File: config.mk
export PLATFORM = sky130hd
export DESIGN_NAME = gpio_cfg_deser_flat
export DESIGN_NICKNAME = d
export VERILOG_FILES = /design/src/rtl/gpio_cfg_deser_pkg.sv /design/src/rtl/gpio_cfg_deser_if.sv /design/src/rtl/gpio_cfg_deser_sync.sv /design/src/rtl/gpio_cfg_deser.sv /design/src/flat_wrapper.sv
export SDC_FILE = /design/constraint.sdc
export NUM_CORES = 1
export LEC_CHECK = 0
export ABC_AREA = 1
export ABC_CLOCK_PERIOD_IN_PS = 2100
export CAP_MARGIN = 20
export CORE_ASPECT_RATIO = 1.5
export CORE_MARGIN = 1
export CORE_UTILIZATION = 53
export CTS_CLUSTER_DIAMETER = 40
export DETAILED_ROUTE_END_ITERATION = 6
export PLACE_DENSITY = 0.92
export SYNTH_ARGS = -nofsm -noshare
export SYNTH_HDL_FRONTEND = slang
export SYNTH_HIERARCHICAL = 1
export SYNTH_SLANG_ARGS = --single-unit
File: constraint.sdc
create_clock -name clk -period 2.1 [get_ports clk]
set_input_delay 0.42 -clock clk [delete_from_list [all_inputs] [get_ports clk]]
set_output_delay 0.42 -clock clk [all_outputs]
set_load 0.03 [all_outputs]
File: src/rtl/gpio_cfg_deser_pkg.sv
// Shared types and constants for the GPIO serial configuration deserializer.
package gpio_cfg_pkg;

  localparam int IO_CTRL_BITS = 13;

  typedef logic [IO_CTRL_BITS-1:0] cfg_t;

  // Bit offsets of the pad control fields inside the configuration word.
  localparam int MGMT_ENA    = 0;
  localparam int OEB         = 1;
  localparam int HOLD_OVR    = 2;
  localparam int INP_DIS     = 3;
  localparam int IB_MODE_SEL = 4;
  localparam int ANALOG_EN   = 5;
  localparam int ANALOG_SEL  = 6;
  localparam int ANALOG_POL  = 7;
  localparam int SLOW_SEL    = 8;
  localparam int VTRIP_SEL   = 9;
  localparam int DM_LSB      = 10;

  localparam cfg_t CFG_RESET_INPUT = 13'h0403;
  localparam cfg_t CFG_RESET_BIDIR = 13'h1803;

  typedef enum logic [1:0] {
    ST_IDLE  = 2'b00,
    ST_SHIFT = 2'b01,
    ST_LOAD  = 2'b10
  } state_t;

endpackage

File: src/rtl/gpio_cfg_deser_if.sv
// Serial configuration chain link: clock, load/reset strobe, data in and data out.
interface gpio_cfg_deser_if;
  logic serial_clock_in;
  logic serial_resetn_in;
  logic serial_data_in;
  logic serial_data_out;

  modport master (
    output serial_clock_in,
    output serial_resetn_in,
    output serial_data_in,
    input  serial_data_out
  );

  modport slave (
    input  serial_clock_in,
    input  serial_resetn_in,
    input  serial_data_in,
    output serial_data_out
  );
endinterface

File: src/rtl/gpio_cfg_deser_sync.sv
// Multi-flop synchronizer plus history flop; emits synced level and one-cycle edge pulses.
module serial_sync_edge #(
  parameter int STAGES = 2
) (
  input  logic clk,
  input  logic resetn,
  input  logic din,
  output logic level,
  output logic rise,
  output logic fall
);

  logic [STAGES-1:0] sync_q;
  logic              hist_q;

  // NOTE: sequential state uses non-blocking assignments so every flop samples pre-edge values.
  always_ff @(posedge clk or negedge resetn) begin
    if (!resetn) begin
      sync_q <= '0;
      hist_q <= 1'b0;
    end else begin
      sync_q <= {sync_q[STAGES-2:0], din};
      hist_q <= sync_q[STAGES-1];
    end
  end

  assign level = sync_q[STAGES-1];
  assign rise  = level & ~hist_q;
  assign fall  = ~level & hist_q;

endmodule

File: src/rtl/gpio_cfg_deser.sv
// Per-pad GPIO configuration chain element: oversampled serial shift register with load into pad config.
// Optional build macro GPIO_CFG_LOAD_COUNT_EN adds an 8-bit count of applied loads.
module gpio_cfg_deser
  import gpio_cfg_pkg::*;
#(
  parameter cfg_t RESET_CFG   = CFG_RESET_INPUT,
  parameter int   SYNC_STAGES = 2
) (
  input  logic                clk,
  input  logic                resetn,
  gpio_cfg_deser_if.slave     chain,
  output cfg_t                cfg_word,
  output logic                mgmt_ena,
  output logic                oeb,
  output logic                hold_ovr,
  output logic                inp_dis,
  output logic                ib_mode_sel,
  output logic                analog_en,
  output logic                analog_sel,
  output logic                analog_pol,
  output logic                slow_sel,
  output logic                vtrip_sel,
  output logic [2:0]          dm,
  output logic                busy
`ifdef GPIO_CFG_LOAD_COUNT_EN
  ,
  output logic [7:0]          load_count
`endif
);

  logic sc_sync, rise_sc, fall_sc;
  logic sn_sync, rise_sn, fall_sn;
  logic sdi_sync, rise_sd, fall_sd;

  // Equal-depth synchronizers keep data aligned with its clock edge.
  serial_sync_edge #(.STAGES(SYNC_STAGES)) u_sync_sc (
    .clk(clk), .resetn(resetn), .din(chain.serial_clock_in),
    .level(sc_sync), .rise(rise_sc), .fall(fall_sc)
  );
  serial_sync_edge #(.STAGES(SYNC_STAGES)) u_sync_sn (
    .clk(clk), .resetn(resetn), .din(chain.serial_resetn_in),
    .level(sn_sync), .rise(rise_sn), .fall(fall_sn)
  );
  serial_sync_edge #(.STAGES(SYNC_STAGES)) u_sync_sd (
    .clk(clk), .resetn(resetn), .din(chain.serial_data_in),
    .level(sdi_sync), .rise(rise_sd), .fall(fall_sd)
  );

  logic unused_edges;
  assign unused_edges = ^{fall_sc, rise_sn, rise_sd, fall_sd};

  state_t state;
  cfg_t   shift_reg;
  logic   load_ev, clear_ev, shift_ev;

  assign load_ev  = fall_sn && sc_sync && (state != ST_LOAD);
  assign clear_ev = !sn_sync && !sc_sync;
  assign shift_ev = rise_sc && sn_sync && (state != ST_LOAD);

  always_ff @(posedge clk or negedge resetn) begin
    if (!resetn) begin
      state     <= ST_IDLE;
      shift_reg <= '0;
      cfg_word  <= RESET_CFG;
    end else begin
      if (load_ev) cfg_word <= shift_reg;

      // Load takes precedence over a coincident shift; the shift register is kept on load.
      if (clear_ev)                 shift_reg <= '0;
      else if (shift_ev && !load_ev) shift_reg <= {shift_reg[IO_CTRL_BITS-2:0], sdi_sync};

      unique case (state)
        ST_IDLE:  if (load_ev)                state <= ST_LOAD;
                  else if (shift_ev)          state <= ST_SHIFT;
        ST_SHIFT: if (load_ev)                state <= ST_LOAD;
                  else if (clear_ev)          state <= ST_IDLE;
        ST_LOAD:  if (sn_sync && !sc_sync)    state <= ST_IDLE;
        default:                              state <= ST_IDLE;
      endcase
    end
  end

`ifdef GPIO_CFG_LOAD_COUNT_EN
  always_ff @(posedge clk or negedge resetn) begin
    if (!resetn)      load_count <= '0;
    else if (load_ev) load_count <= load_count + 8'd1;
  end
`endif

  assign busy                  = (state != ST_IDLE);
  assign chain.serial_data_out = shift_reg[IO_CTRL_BITS-1];

  assign mgmt_ena    = cfg_word[MGMT_ENA];
  assign oeb         = cfg_word[OEB];
  assign hold_ovr    = cfg_word[HOLD_OVR];
  assign inp_dis     = cfg_word[INP_DIS];
  assign ib_mode_sel = cfg_word[IB_MODE_SEL];
  assign analog_en   = cfg_word[ANALOG_EN];
  assign analog_sel  = cfg_word[ANALOG_SEL];
  assign analog_pol  = cfg_word[ANALOG_POL];
  assign slow_sel    = cfg_word[SLOW_SEL];
  assign vtrip_sel   = cfg_word[VTRIP_SEL];
  assign dm          = cfg_word[DM_LSB +: 3];

endmodule

File: src/flat_wrapper.sv
// flat-port wrapper written by rule: the top's interface ports become plain ports
module gpio_cfg_deser_flat import gpio_cfg_pkg::*;
#(
  parameter cfg_t RESET_CFG   = CFG_RESET_INPUT,
  parameter int   SYNC_STAGES = 2
)
  (clk, resetn, cfg_word, mgmt_ena, oeb, hold_ovr, inp_dis, ib_mode_sel, analog_en, analog_sel, analog_pol, slow_sel, vtrip_sel, dm, busy, chain_serial_clock_in, chain_serial_resetn_in, chain_serial_data_in, chain_serial_data_out);
  gpio_cfg_deser_if chain_i ();
  input  logic clk;
  input  logic resetn;
  output cfg_t cfg_word;
  output logic mgmt_ena;
  output logic oeb;
  output logic hold_ovr;
  output logic inp_dis;
  output logic ib_mode_sel;
  output logic analog_en;
  output logic analog_sel;
  output logic analog_pol;
  output logic slow_sel;
  output logic vtrip_sel;
  output logic [2:0] dm;
  output logic busy;
  input wire logic [$bits(chain_i.serial_clock_in)-1:0] chain_serial_clock_in;
  input wire logic [$bits(chain_i.serial_resetn_in)-1:0] chain_serial_resetn_in;
  input wire logic [$bits(chain_i.serial_data_in)-1:0] chain_serial_data_in;
  output wire logic [$bits(chain_i.serial_data_out)-1:0] chain_serial_data_out;
  assign chain_i.serial_clock_in = chain_serial_clock_in;
  assign chain_i.serial_resetn_in = chain_serial_resetn_in;
  assign chain_i.serial_data_in = chain_serial_data_in;
  assign chain_serial_data_out = chain_i.serial_data_out;
  gpio_cfg_deser #(.RESET_CFG(RESET_CFG), .SYNC_STAGES(SYNC_STAGES)) u_core (.clk(clk), .resetn(resetn), .chain(chain_i), .cfg_word(cfg_word), .mgmt_ena(mgmt_ena), .oeb(oeb), .hold_ovr(hold_ovr), .inp_dis(inp_dis), .ib_mode_sel(ib_mode_sel), .analog_en(analog_en), .analog_sel(analog_sel), .analog_pol(analog_pol), .slow_sel(slow_sel), .vtrip_sel(vtrip_sel), .dm(dm), .busy(busy));
endmodule
==> reports/metrics.cfg, run 1 <==
[clock_tree]
clockRootBuffer=clkbuf_8
htreeDepth=2
numCtsBuffers=5
clk_pin_slew_ps=60
ctsHoldBuffers=0
clock_latency_ps=280
clock_path_buffers=2
cts_resized=0
cts_tree=done
cts.sinks=36
postCtsSetupRepairBufs=0

[timing]
finalSetupViolCount=0
setup_ws_ps=144
hold_viol_final=0
min_period_ps=1960
maxSlewHeadroom_pct=49.6
finalCritPeriodShare_pct=93.1
tns_ps=0
rsz0062_at_grt=false
clock.fmax_ghz=0.511
timing.final.max_slew_violations=0
worst_slew_pin_slew_ps=756
clock_skew_ps=8.07

[cells_and_area]
post-route-util_pct=67.4
final-seq-area_um2=905
final_nets=187
n_antenna_cell=0
fin_area_mm2=0.00182
final_cell_mix=33 x nand2_1, 33 x dfrtp_1, 31 x clkdlybuf4s50_1
multi_input_area_um2=393
drive_above_1_share_pct=9.29
syn_to_final_growth_pct=19.9
fill_cells=230

[setup_path]
worstSetupEndpointType=primary output
ff2ff_setup_slack_ps=590
worst-path-max-fanout=5
r2r_cells=3
r2r_start=u_core/u_sync_sn/sync_q[1]
path_cells=nor2_1 > inv_1 > clkdlybuf4s50_1
critPathRequiredTime_ps=1680
worst_path_max_delay_cell=clkdlybuf4s50_1
critPathLaunchType=flip-flop
r2r-end=u_core/cfg_word[10]
worst-setup-path-type=flip-flop to primary output
cpPeakStageDelay_ps=590
critical_path_arrival_ps=1540

[floorplan]
io_pins=33
rows=23
dieHeight_um=67.6
die_w_um=45.7
core_region_area_mm2=0.00271
start_util_pct=56.2
die_area_mm2=0.00309

[detailed_routing]
ant_nets=0
first_iter_violations=22
vias=1048
avgViaCountPerCell=4.76
wl_mm=2.47
wl_per_cell_um=11.2
dr.pass1.iters=4
drc=0

[job]
max_cap_violations=0

[logic_synthesis]
syn-cell-area_mm2=0.00152
ys_warn_count=6
synth_nets=166
avgSynthCellArea_um2=9.44
synthCells=161

[worst_hold_path]
hold_path.class=input port to async pin

[grt]
antenna_found_initial=0
grt_pass1_wl_mm=3.93
grt.overflow.total=0
grt_pass1_vias=940
grt_max_degree=37
gr-usage-all-layers_pct=18.4

[place]
gp_congestion=0.808
placed_area_mm2=0.00174
port_buffers=32
hpwl_mm=1.78
dp_slack_ps=448

[pwr]
power_leakage_nw=0.875
power_density_mw_per_mm2=998
vdd_drop_max_v=0.000521

[status]
status=completed

[area by class of cell]
type	instances	area share, %
sequential	36	49.6
timing repair buffer	32	17.3
inverter	22	4.53
tap	37	2.54
multi-input combinational	85	21.6
clock inverter	1	0.275
clock buffer	7	4.19
[where the power goes]
part           internal, W  switching [W]
Combinational     0.000203       0.000335
Clock             0.000232       0.000213
Sequential        0.000782      0.0000530
[metal layers]
layer / track usage (%) / share of wire, %
met5: 0 / 0
met4: 8.82 / 1.9
met3: 6.42 / 4.6
met2: 31.3 / 51
met1: 19.8 / 43
[stage by stage]
stage               hold slack [ps]  total power [W]  std cells
finish                          213          0.00182        220
global placement                333          0.00136        212
detailed placement              344          0.00139        212
CTS                             229          0.00184        220
global route                    268          0.00192        220
floorplan                       124          0.00122        161
[worst max-delay path by stage]
| stage | from | to | slack, ps |
|---|---|---|---|
| 2_1_floorplan | u_core/cfg_word[0] | cfg_word[0] | 880 |
| 3_3_place_gp | u_core/state[1] | busy | 500 |
| 3_5_place_dp | u_core/state[1] | busy | 450 |
| 4_1_cts | u_core/state[1] | busy | 140 |
| 5_1_grt | u_core/state[1] | busy | 60 |
| 6_report | u_core/state[1] | busy | 140 |
[critical path: cells and delay by family (launching register included)]
kind | cells | cell delay (ps)
flops | 1 | 430
simple gates | 1 | 190
buf+inv | 2 | 650
Power figures use the tool's default switching activity.
==> run 2: changes to the inputs <==
- CORE_ASPECT_RATIO: 1.5 -> 0.5
- PLACE_DENSITY: 0.92 -> unset
- PLACE_DENSITY_LB_ADDON: unset -> 0.3
- SETUP_SLACK_MARGIN: unset -> 0.5
==> reports/metrics.cfg, run 2 (synthesis gave the netlist of run 1 again) <==
[status]
status=completed

[place]
hpwl_mm=1.52  ; -15%
port_buffers=32  ; unchanged
gp_congestion=0.721  ; -11%

[cells_and_area]
final_cell_mix=33 x nand2_1, 33 x dfrtp_1, 22 x inv_1
drive_above_1_share_pct=14.2  ; +4.9 points
fill_cells=233  ; +1.3%
final_nets=187  ; unchanged
multi_input_area_um2=403  ; +2.5%
n_antenna_cell=0  ; unchanged
final-seq-area_um2=905  ; unchanged
syn_to_final_growth_pct=20.2

[clock_tree]
cts_tree=done
cts.sinks=36  ; unchanged
numCtsBuffers=5  ; unchanged
clk_pin_slew_ps=70  ; about the same
clockRootBuffer=clkbuf_8
clock_latency_ps=270  ; about the same
htreeDepth=2  ; unchanged
clock_path_buffers=2  ; unchanged

[setup_path]
r2r-end=u_core/shift_reg[1]
worst-setup-path-type=flip-flop to primary output
crit_start=u_core/cfg_word[0]
worst_path_max_delay_cell=dfstp_2
critPathRequiredTime_ps=1680  ; about the same
worstSetupEndpointType=primary output
critPathLaunchType=flip-flop
critical_path_arrival_ps=1110  ; -430 ps
r2r_start=u_core/u_sync_sn/sync_q[1]
ff2ff_setup_slack_ps=650  ; +60 ps
cp_num_buf_inv=1  ; -1
path_cells=clkdlybuf4s15_2
cpPeakStageDelay_ps=540  ; -50 ps
r2r_cells=6  ; +3
worst-path-max-fanout=3  ; -2
cp_top_family=flip-flops

[detailed_routing]
vias=1002  ; -4.4%
wl_mm=2.25  ; -8.8%
first_iter_violations=39  ; +77%
wl_per_cell_um=10.2  ; -8.8%
drc=0  ; unchanged
avgViaCountPerCell=4.55  ; -4.4%
dr.pass1.iters=4  ; unchanged
ant_nets=0  ; unchanged

[floorplan]
io_pins=33  ; unchanged
die_area_mm2=0.00310  ; +0.28%
rows=13  ; -43%
die_w_um=77.7  ; +70%
dieHeight_um=39.9  ; -41%
core_region_area_mm2=0.00265  ; -2.0%
start_util_pct=57.3  ; +1.1 points

[timing]
finalCritPeriodShare_pct=72.8  ; -20 points
tns_ps=0  ; unchanged
worst_slew_pin_slew_ps=759  ; +3.41 ps
maxSlewHeadroom_pct=49.4  ; -0.23 points
rsz0062_at_grt=true
timing.final.max_slew_violations=0  ; unchanged
clock.fmax_ghz=0.654  ; +28%
finalSetupViolCount=0  ; unchanged
hold_viol_final=0  ; unchanged
clock_skew_ps=2.21  ; -5.86 ps
min_period_ps=1530  ; -427 ps

[grt]
antenna_found_initial=0  ; unchanged
grt_pass1_wl_mm=3.64  ; -7.6%
grt_pass1_vias=826  ; -12%
gr-usage-all-layers_pct=16.6  ; -1.8 points
grt_max_degree=37  ; unchanged
grt.overflow.total=0  ; unchanged

[worst_hold_path]
hold_path.class=input port to async pin

[pwr]
power_leakage_nw=0.981  ; +12%
total_power_w=0.00184  ; +1.1%
power_density_mw_per_mm2=1010  ; +0.78%
vdd_drop_max_v=0.000660  ; +27%

[job]
max_cap_violations=0  ; unchanged

run 2: cell types whose count changed in the layout (fill, tap and decap cells not counted), sizes merged:
cell and change:
clkbuf +2, clkdlybuf4s15 +6, clkdlybuf4s50 -28, clkinv -1, dlygate4sd2 +21
run 2: worst max path at each step:
| stage | endpoint | slack [ps] | depth (start not counted) |
|---|---|---|---|
| 2_1_floorplan | cfg_word[0] | 880 | 1 |
| 3_3_place_gp | busy | 490 | 3 |
| 3_5_place_dp | busy | 430 | 3 |
| 4_1_cts | busy | 360 | 3 |
| 5_1_grt | u_core/shift_reg[10] | 490 | 8 |
| 6_report | mgmt_ena | 570 | 1 |
run 2: stage by stage:
stage	worst slack [ps]	cells	hold WS, ps	util, %	area (um2)
after floorplan	883	161	124	-	1520
after global placement	485	212	332	65.7	1740
after detailed placement	432	212	340	65.7	1740
after CTS	365	220	235	68.7	1820
after global routing	486	220	275	68.9	1830
final	572	220	215	68.9	1830
run 2: area by class of cell:
cell class	count	share of cell area, %
Clock buffer	8	5.48
Inverter	22	4.52
Multi-Input combinational cell	85	22.0
Sequential cell	36	49.5
Tap cell	37	2.53
Timing Repair Buffer	32	15.9
run 2: timing repair:
action | 4_1_cts | 5_1_grt
gates resized for setup | 40 | 4
pin swaps | 0 | 0
hold buffers | 0 | 0
endpoints found under the setup margin | 28 | 9
buffers inserted | 0 | 0
cloned | 0 | 0
run 2: where the power goes:
part	internal (W)	switching (W)	total, W
Sequential	0.000782	0.0000489	0.000830
Clock	0.000299	0.000222	0.000522
Combinational	0.000156	0.000330	0.000486
run 2: per-layer routing:
| layer | GRT usage [%] | wire length [um] |
|---|---|---|
| met3 | 6.28 | 103 |
| met2 | 30.5 | 1090 |
| met1 | 19.0 | 1060 |
| met5 | 0 | 0 |
| met4 | 4.25 | 8 |
